--- src/rtl/fetch_queue_pkg.sv ---
// Shared sizing, entry layout and helpers for the IF->ID fetch queue.
// The entry is packed {pc, inst, cond, pred_taken, bhr}, MSB first.
package fetch_queue_pkg;

    localparam int LOG_NUM_BHT_PATTERN_ENTRIES = 6;
    localparam int BHR_W                       = LOG_NUM_BHT_PATTERN_ENTRIES;
    localparam int FQ_DEPTH                    = 8;
    localparam int FQ_LOG_DEPTH                = 3;
    localparam int FQ_ENTRY_W                  = 64 + 32 + 1 + 1 + BHR_W;

    typedef logic [FQ_LOG_DEPTH-1:0] fq_ptr_t;
    typedef logic [FQ_LOG_DEPTH:0]   fq_cnt_t;

    typedef struct packed {
        logic [63:0]      pc;
        logic [31:0]      inst;
        logic             cond;
        logic             pred_taken;
        logic [BHR_W-1:0] bhr;
    } fq_entry_t;

    // Stall once fewer than two slots are free.
    localparam fq_cnt_t STALL_LEVEL = fq_cnt_t'(FQ_DEPTH - 1);

    // ID may ask for 3; it is treated as 2, and never more than is present.
    function automatic fq_cnt_t clamp_consume(input logic [1:0] rd_count,
                                              input fq_cnt_t    count);
        fq_cnt_t want;
        want = (rd_count == 2'd3) ? fq_cnt_t'(2) : fq_cnt_t'(rd_count);
        return (want > count) ? count : want;
    endfunction

endpackage

--- src/rtl/fetch_queue_regfile.sv ---
// Fetch-queue storage: 2-write / 2-read array with no reset.
// Callers never target the same address with both write ports in one cycle.
module fq_regfile
    import fetch_queue_pkg::*;
(
    input  logic      clock,
    input  logic      we0,
    input  fq_ptr_t   waddr0,
    input  fq_entry_t wdata0,
    input  logic      we1,
    input  fq_ptr_t   waddr1,
    input  fq_entry_t wdata1,
    input  fq_ptr_t   raddr0,
    input  fq_ptr_t   raddr1,
    output fq_entry_t rdata0,
    output fq_entry_t rdata1
);

    fq_entry_t mem [FQ_DEPTH];

    always_ff @(posedge clock) begin
        if (we0) mem[waddr0] <= wdata0;
        if (we1) mem[waddr1] <= wdata1;
    end

    assign rdata0 = mem[raddr0];
    assign rdata1 = mem[raddr1];

endmodule

--- src/rtl/fetch_queue.sv ---
// 2-wide in-order fetch queue between IF and ID; each entry carries the
// instruction, its BHT prediction and BHR snapshot. Flushed by rob_exception.
module fetch_queue
    import fetch_queue_pkg::*;
(
    input  logic                    clock,
    input  logic                    reset,
    input  logic                    rob_exception,
    input  logic                    if_valid0,
    input  logic                    if_valid1,
    input  logic [63:0]             if_pc0,
    input  logic [63:0]             if_pc1,
    input  logic [31:0]             if_inst0,
    input  logic [31:0]             if_inst1,
    input  logic                    if_cond0,
    input  logic                    if_cond1,
    input  logic                    if_pred_taken0,
    input  logic                    if_pred_taken1,
    input  logic [BHR_W-1:0]        if_BHR0,
    input  logic [BHR_W-1:0]        if_BHR1,
    input  logic [1:0]              id_rd_count,
    output logic                    if_stall,
    output logic                    id_valid0,
    output logic                    id_valid1,
    output logic [63:0]             id_pc0,
    output logic [63:0]             id_pc1,
    output logic [31:0]             id_inst0,
    output logic [31:0]             id_inst1,
    output logic                    id_cond0,
    output logic                    id_cond1,
    output logic                    id_pred_taken0,
    output logic                    id_pred_taken1,
    output logic [BHR_W-1:0]        id_BHR0,
    output logic [BHR_W-1:0]        id_BHR1,
    output logic [FQ_LOG_DEPTH:0]   fq_count
);

    // Handshake: IF may present slots every cycle; they are accepted only when
    // if_stall is low (if_stall is IF's not-ready, derived from registered count).
    // ID sees id_valid0/1 and returns id_rd_count; requests beyond the valid
    // entries are clamped silently. rob_exception wins over both sides.

    fq_ptr_t   head, tail;
    fq_cnt_t   count;

    fq_entry_t in0, in1, rd0, rd1, wdata0;
    logic      keep0, keep1, we0, we1;
    fq_cnt_t   enq_n, deq_n;

    assign in0 = '{pc: if_pc0, inst: if_inst0, cond: if_cond0,
                   pred_taken: if_pred_taken0, bhr: if_BHR0};
    assign in1 = '{pc: if_pc1, inst: if_inst1, cond: if_cond1,
                   pred_taken: if_pred_taken1, bhr: if_BHR1};

    assign if_stall = (count >= STALL_LEVEL);

    // A predicted-taken branch in slot0 redirects fetch, so slot1 is wrong-path.
    always_comb begin
        keep0  = 1'b0;
        keep1  = 1'b0;
        we0    = 1'b0;
        we1    = 1'b0;
        wdata0 = in0;
        if (!if_stall && !rob_exception) begin
            keep0 = if_valid0;
            keep1 = if_valid1 && !(if_valid0 && if_cond0 && if_pred_taken0);
        end
        // Compaction: the first surviving slot always lands at tail.
        we0    = keep0 || keep1;
        we1    = keep0 && keep1;
        wdata0 = keep0 ? in0 : in1;
    end

    assign enq_n = fq_cnt_t'(we0) + fq_cnt_t'(we1);
    assign deq_n = clamp_consume(id_rd_count, count);

    always_ff @(posedge clock or negedge reset) begin
        if (!reset) begin
            head  <= '0;
            tail  <= '0;
            count <= '0;
        end else if (rob_exception) begin
            head  <= '0;
            tail  <= '0;
            count <= '0;
        end else begin
            head  <= head + fq_ptr_t'(deq_n);
            tail  <= tail + fq_ptr_t'(enq_n);
            count <= count + enq_n - deq_n;
        end
    end

    fq_regfile u_regfile (
        .clock  (clock),
        .we0    (we0),
        .waddr0 (tail),
        .wdata0 (wdata0),
        .we1    (we1),
        .waddr1 (tail + fq_ptr_t'(1)),
        .wdata1 (in1),
        .raddr0 (head),
        .raddr1 (head + fq_ptr_t'(1)),
        .rdata0 (rd0),
        .rdata1 (rd1)
    );

    assign id_valid0 = (count >= fq_cnt_t'(1));
    assign id_valid1 = (count >= fq_cnt_t'(2));
    assign fq_count  = count;

    // Data is forced to zero when absent so stale storage never leaks out.
    always_comb begin
        id_pc0         = '0;
        id_inst0       = '0;
        id_cond0       = 1'b0;
        id_pred_taken0 = 1'b0;
        id_BHR0        = '0;
        id_pc1         = '0;
        id_inst1       = '0;
        id_cond1       = 1'b0;
        id_pred_taken1 = 1'b0;
        id_BHR1        = '0;
        if (id_valid0) begin
            id_pc0         = rd0.pc;
            id_inst0       = rd0.inst;
            id_cond0       = rd0.cond;
            id_pred_taken0 = rd0.pred_taken;
            id_BHR0        = rd0.bhr;
        end
        if (id_valid1) begin
            id_pc1         = rd1.pc;
            id_inst1       = rd1.inst;
            id_cond1       = rd1.cond;
            id_pred_taken1 = rd1.pred_taken;
            id_BHR1        = rd1.bhr;
        end
    end

endmodule

--- config.mk ---
export PLATFORM = sky130hd
export DESIGN_NAME = fetch_queue
export DESIGN_NICKNAME = d
export VERILOG_FILES = /design/src/rtl/fetch_queue_pkg.sv /design/src/rtl/fetch_queue_regfile.sv /design/src/rtl/fetch_queue.sv
export SDC_FILE = /design/constraint.sdc
export NUM_CORES = 2
export LEC_CHECK = 0
export BUFFER_PORTS_ARGS = -buffer_cell sky130_fd_sc_hd__buf_2
export CORE_MARGIN = 2
export CORE_UTILIZATION = 30
export CTS_CLUSTER_DIAMETER = 120
export DETAILED_ROUTE_END_ITERATION = 10
export PLACE_DENSITY_LB_ADDON = 0.1
export SYNTH_ARGS = -nofsm -noshare
export SYNTH_HDL_FRONTEND = slang
export SYNTH_SLANG_ARGS = --single-unit
export TNS_END_PERCENT = 10
--- constraint.sdc ---
create_clock -name clock -period 29.2 [get_ports clock]
set_clock_uncertainty 0.15 [all_clocks]
set_input_delay 2.92 -clock clock [delete_from_list [all_inputs] [get_ports clock]]
set_output_delay 2.92 -clock clock [all_outputs]
set_load 0.005 [all_outputs]
==> summary.md <==
| Metric | Value |
|---|---|
| Synth warn | `0` |
| Max transition margin | `12.2%` |
| Sequential area share after synthesis | `52.9%` |
| Antenna violations before repair | `63` |
| Proportion of netlist area held by the largest area contributor | `between 50% and 60%` |
| R2R Setup Slk | `between 20000 and 25000 ps` |
| Initial core utilization | `30.2%` |
| DRC viols | `0` |
| Internal | `between 3 and 4 mW` |
| Type of element launching the critical path | `flop` |
| Routability cong. | `0.734` |
| Hold violation count in the final report | `0` |
| Total of max-cap violations | `0` |
| Final period demand of the worst path | `8210 ps` |
| Total track usage | `21.0%` |
| Growth of design area from synthesis to finish | `17.2%` |
| Top FF cell, synth | `sky130_fd_sc_hd__edfxtp_1` |
| Bufs on Longest Clock Path | `3` |
| RR Startpoint | `fq_count[3]` |
| Total gr overflow | `0` |
| Power share of the sequential group | `28.8%` |
| P per Cell Area | `93.5 nW/µm²` |
| Endpoint of the worst-slack reg-to-reg timing path | `u_regfile.mem[1][5]` |
| Largest area contributor in the netlist | `sky130_fd_sc_hd__edfxtp_1` |
| Total negative slack | `0 ps` |
| Main area contributors after synthesis | `sky130_fd_sc_hd__edfxtp_1 (52%), sky130_fd_sc_hd__mux4_2 (20%), sky130_fd_sc_hd__mux2_2 (14%)` |
| Via total after detailed routing | `29436` |
| Achievable frequency | `0.122 GHz` |
| Routed wirelength normalized by instance count | `33.2 µm` |
| Sw Pwr | `around 1.9 mW` |
| Final ANT Viol Nets | `0` |
| Die outline width | `just over 400 µm` |
| Flop and latch count out of synthesis | `842` |
| Largest voltage drop on the vdd net | `97.2 µV` |
| Total Die Area | `162000 µm²` |
| Nature of the critical path endpoint | `primary output` |
| Endpoint of the worst hold-timing path | `tail[1]` |
| Crit share post-route | `28.1%` |
| Fillers | `14852` |
| Gate count after technology mapping | `2630` |
| Syn_nets | `2864` |
| First DRT Iteration DRCs | `2393` |
| Top fanout value on the critical path | `86` |
| Post-synthesis async set-or-reset flop share | `roughly 1.2%` |
| Drt total wl | `approximately 170 mm` |
| Setup repair after global routing missed its margin | `no` |
| Number of CTS-inserted buffers | `111` |
| Per-instance average area after synthesis | `about 18 µm²` |
| Count of buffers inserted at the top-level ports | `429` |
| Run status | `finished clean` |
| Final-report max-slew violation count | `0` |
| Leakage power figure | `18.7 nW` |
| Final count of negative-setup-slack endpoints | `0` |
| DR vias/cell | `5.69` |
| Number of flops mapped to enable cells by yosys | `832` |
| Number of library cell types mapped by synthesis | `40` |
| Wire length of the first global-routing pass | `around 240 mm` |
| Dpl hpwl | `~100 mm` |
| Final #Nets | `roughly 3200` |
| Resize count post-CTS | `0` |
| CTS root buffer | `sky130_fd_sc_hd__clkbuf_16` |
| I/O pin count | `430` |
| Class of the worst hold path | `flop to flop` |
| Cell count of the worst reg-to-reg path | `7` |
| Post-cts hold buffer count | `0` |
| Sw Share | `35.6%` |
| Number of placement rows | `146` |
| Area of the core region | `158000 µm²` |
| Leading cell types in the layout, fill and taps excluded | `sky130_fd_sc_hd__edfxtp_1 (832), sky130_fd_sc_hd__mux2_2 (595), sky130_fd_sc_hd__buf_2 (429)` |
| Netlist area before placement | `47700 µm²` |
| Comb pwr share | `44.0%` |
| Number of clock sinks | `842` |
| Data arrival, critical path | `5140 ps` |
| Hold_sp | `tail[1]` |
| Worst EP required | `26130 ps` |
| Share of total power in the clock network | `a little over a quarter` |
| CP Class | `flop to primary output` |
| Number of global-route vias before repair | `approximately 32000` |
| Design Power | `5.22 mW` |
| Largest net degree at the start of global routing | `146` |
| Clock tree from TritonCTS | `done` |
| Max H-tree Level | `3` |
| Die Y-Extent | `403 µm` |
| Most common library cell in the layout ignoring fill and taps | `sky130_fd_sc_hd__edfxtp_1` |
| Post-CTS Setup Inserts | `0` |
| Worst Max-Slew Pin Slew | `1320 ps` |
| Cell count of the worst hold path | `2` |
| Post-CTS clock slew at the launch and capture registers of the worst setup and hold paths | `60 ps` |
| Worst-Skew Late Latency | `between 700 and 800 ps` |
| Share of post-route cells with drive strength above 1 | `54.6%` |
| DRT Pass-1 Iters | `5` |
## how the worst max path moves through the flow
stage	startpoint	end	slack, ps	depth (start not counted)
finish	head[0]	id_inst1[18]	20990	6
global route	head[0]	id_inst1[18]	20580	6
CTS	head[0]	id_inst1[18]	20730	6
detailed placement	rob_exception	u_regfile.mem[1][5]	21280	8
global placement	rob_exception	u_regfile.mem[1][5]	21430	8
floorplan	rob_exception	u_regfile.mem[0][0]	16470	7
## critical path, cell delays in order, from the launching register on
cell and delay, ps:
sky130_fd_sc_hd__dfrtp_4 1070, sky130_fd_sc_hd__ha_4 670, sky130_fd_sc_hd__buf_4 660, sky130_fd_sc_hd__buf_12 600, sky130_fd_sc_hd__mux4_2 600, sky130_fd_sc_hd__a22o_1 340
sky130_fd_sc_hd__buf_2 170
## routing by layer
metal  vias to the layer above  track usage, %  routed length (µm)
met1                     15941            27.7               72300
met4                        60            5.19                4090
met5                         -               0                 377
met2                      1073            34.1               82200
met3                       336            5.64               12800
li1                      12026               -                   -
## state kept, by name, summed over array words and instances (netlist names)
name	flops
u_regfile.mem	832
tail	3
fq_count	4
head	3
## Yosys cell counts, drive strengths merged (3+ instances only)
| cell type | instances |
|---|---|
| nor2b | 10 |
| a22o | 208 |
| buf | 142 |
| o211ai | 9 |
| dfrtp | 10 |
| inv | 11 |
| mux4 | 416 |
| clkbuf | 91 |
| fa | 4 |
| nor2 | 5 |
| xnor2 | 4 |
| mux2 | 835 |
| edfxtp | 832 |
| nand2b | 4 |
| o22ai | 6 |
| nand2 | 4 |
| nand3 | 3 |
| ha | 15 |
## logic make-up after synthesis
| kind of cell | share of synthesized area, % |
|---|---|
| DFF | 52.9 |
| buffers and inverters | 2.32 |
| xor gates and xnor gates | 0.142 |
| and+or+nand+nor | 0.399 |
| AOI/OAI and AO/OA | 4.23 |
| muxes | 39.4 |
| adders and majority gates | 0.562 |
## through the flow
| step | setup slack (ps) | hold WS (ps) | area, µm² | cells | utilization (%) |
|---|---|---|---|---|---|
| after floorplan | 16470 | 462 | 47700 | 2630 | - |
| after global placement | 21430 | 597 | 52100 | 4960 | 33.0 |
| after detailed placement | 21280 | 615 | 52100 | 4960 | 33.0 |
| after CTS | 20730 | 646 | 55900 | 5165 | 35.3 |
| after global routing | 20580 | 697 | 55900 | 5169 | 35.4 |
| final | 20990 | 637 | 55900 | 5176 | 35.4 |
## power groups by stage
| stage | Sequential (mW) | Clock, mW | Combinational, mW |
|---|---|---|---|
| floorplan | 1.51 | 0 | 1.43 |
| global placement | 1.52 | 0 | 2.32 |
| detailed placement | 1.53 | 0 | 2.34 |
| CTS | 1.50 | 1.46 | 2.35 |
| global route | 1.51 | 1.50 | 2.45 |
| finish | 1.50 | 1.42 | 2.30 |
## area by class of cell
type	count	area (µm²)	area share, %
inverter	11	41.3	0.0739
multi-input combinational	1544	21500	38.6
clock buffer	132	2900	5.19
sequential	842	25200	45.2
timing repair buffer	491	2660	4.76
tap	2072	2590	4.64
antenna	11	27.5	0.0493
clock inverter	73	873	1.56
Note: power is estimated with default switching activity, not from simulation.
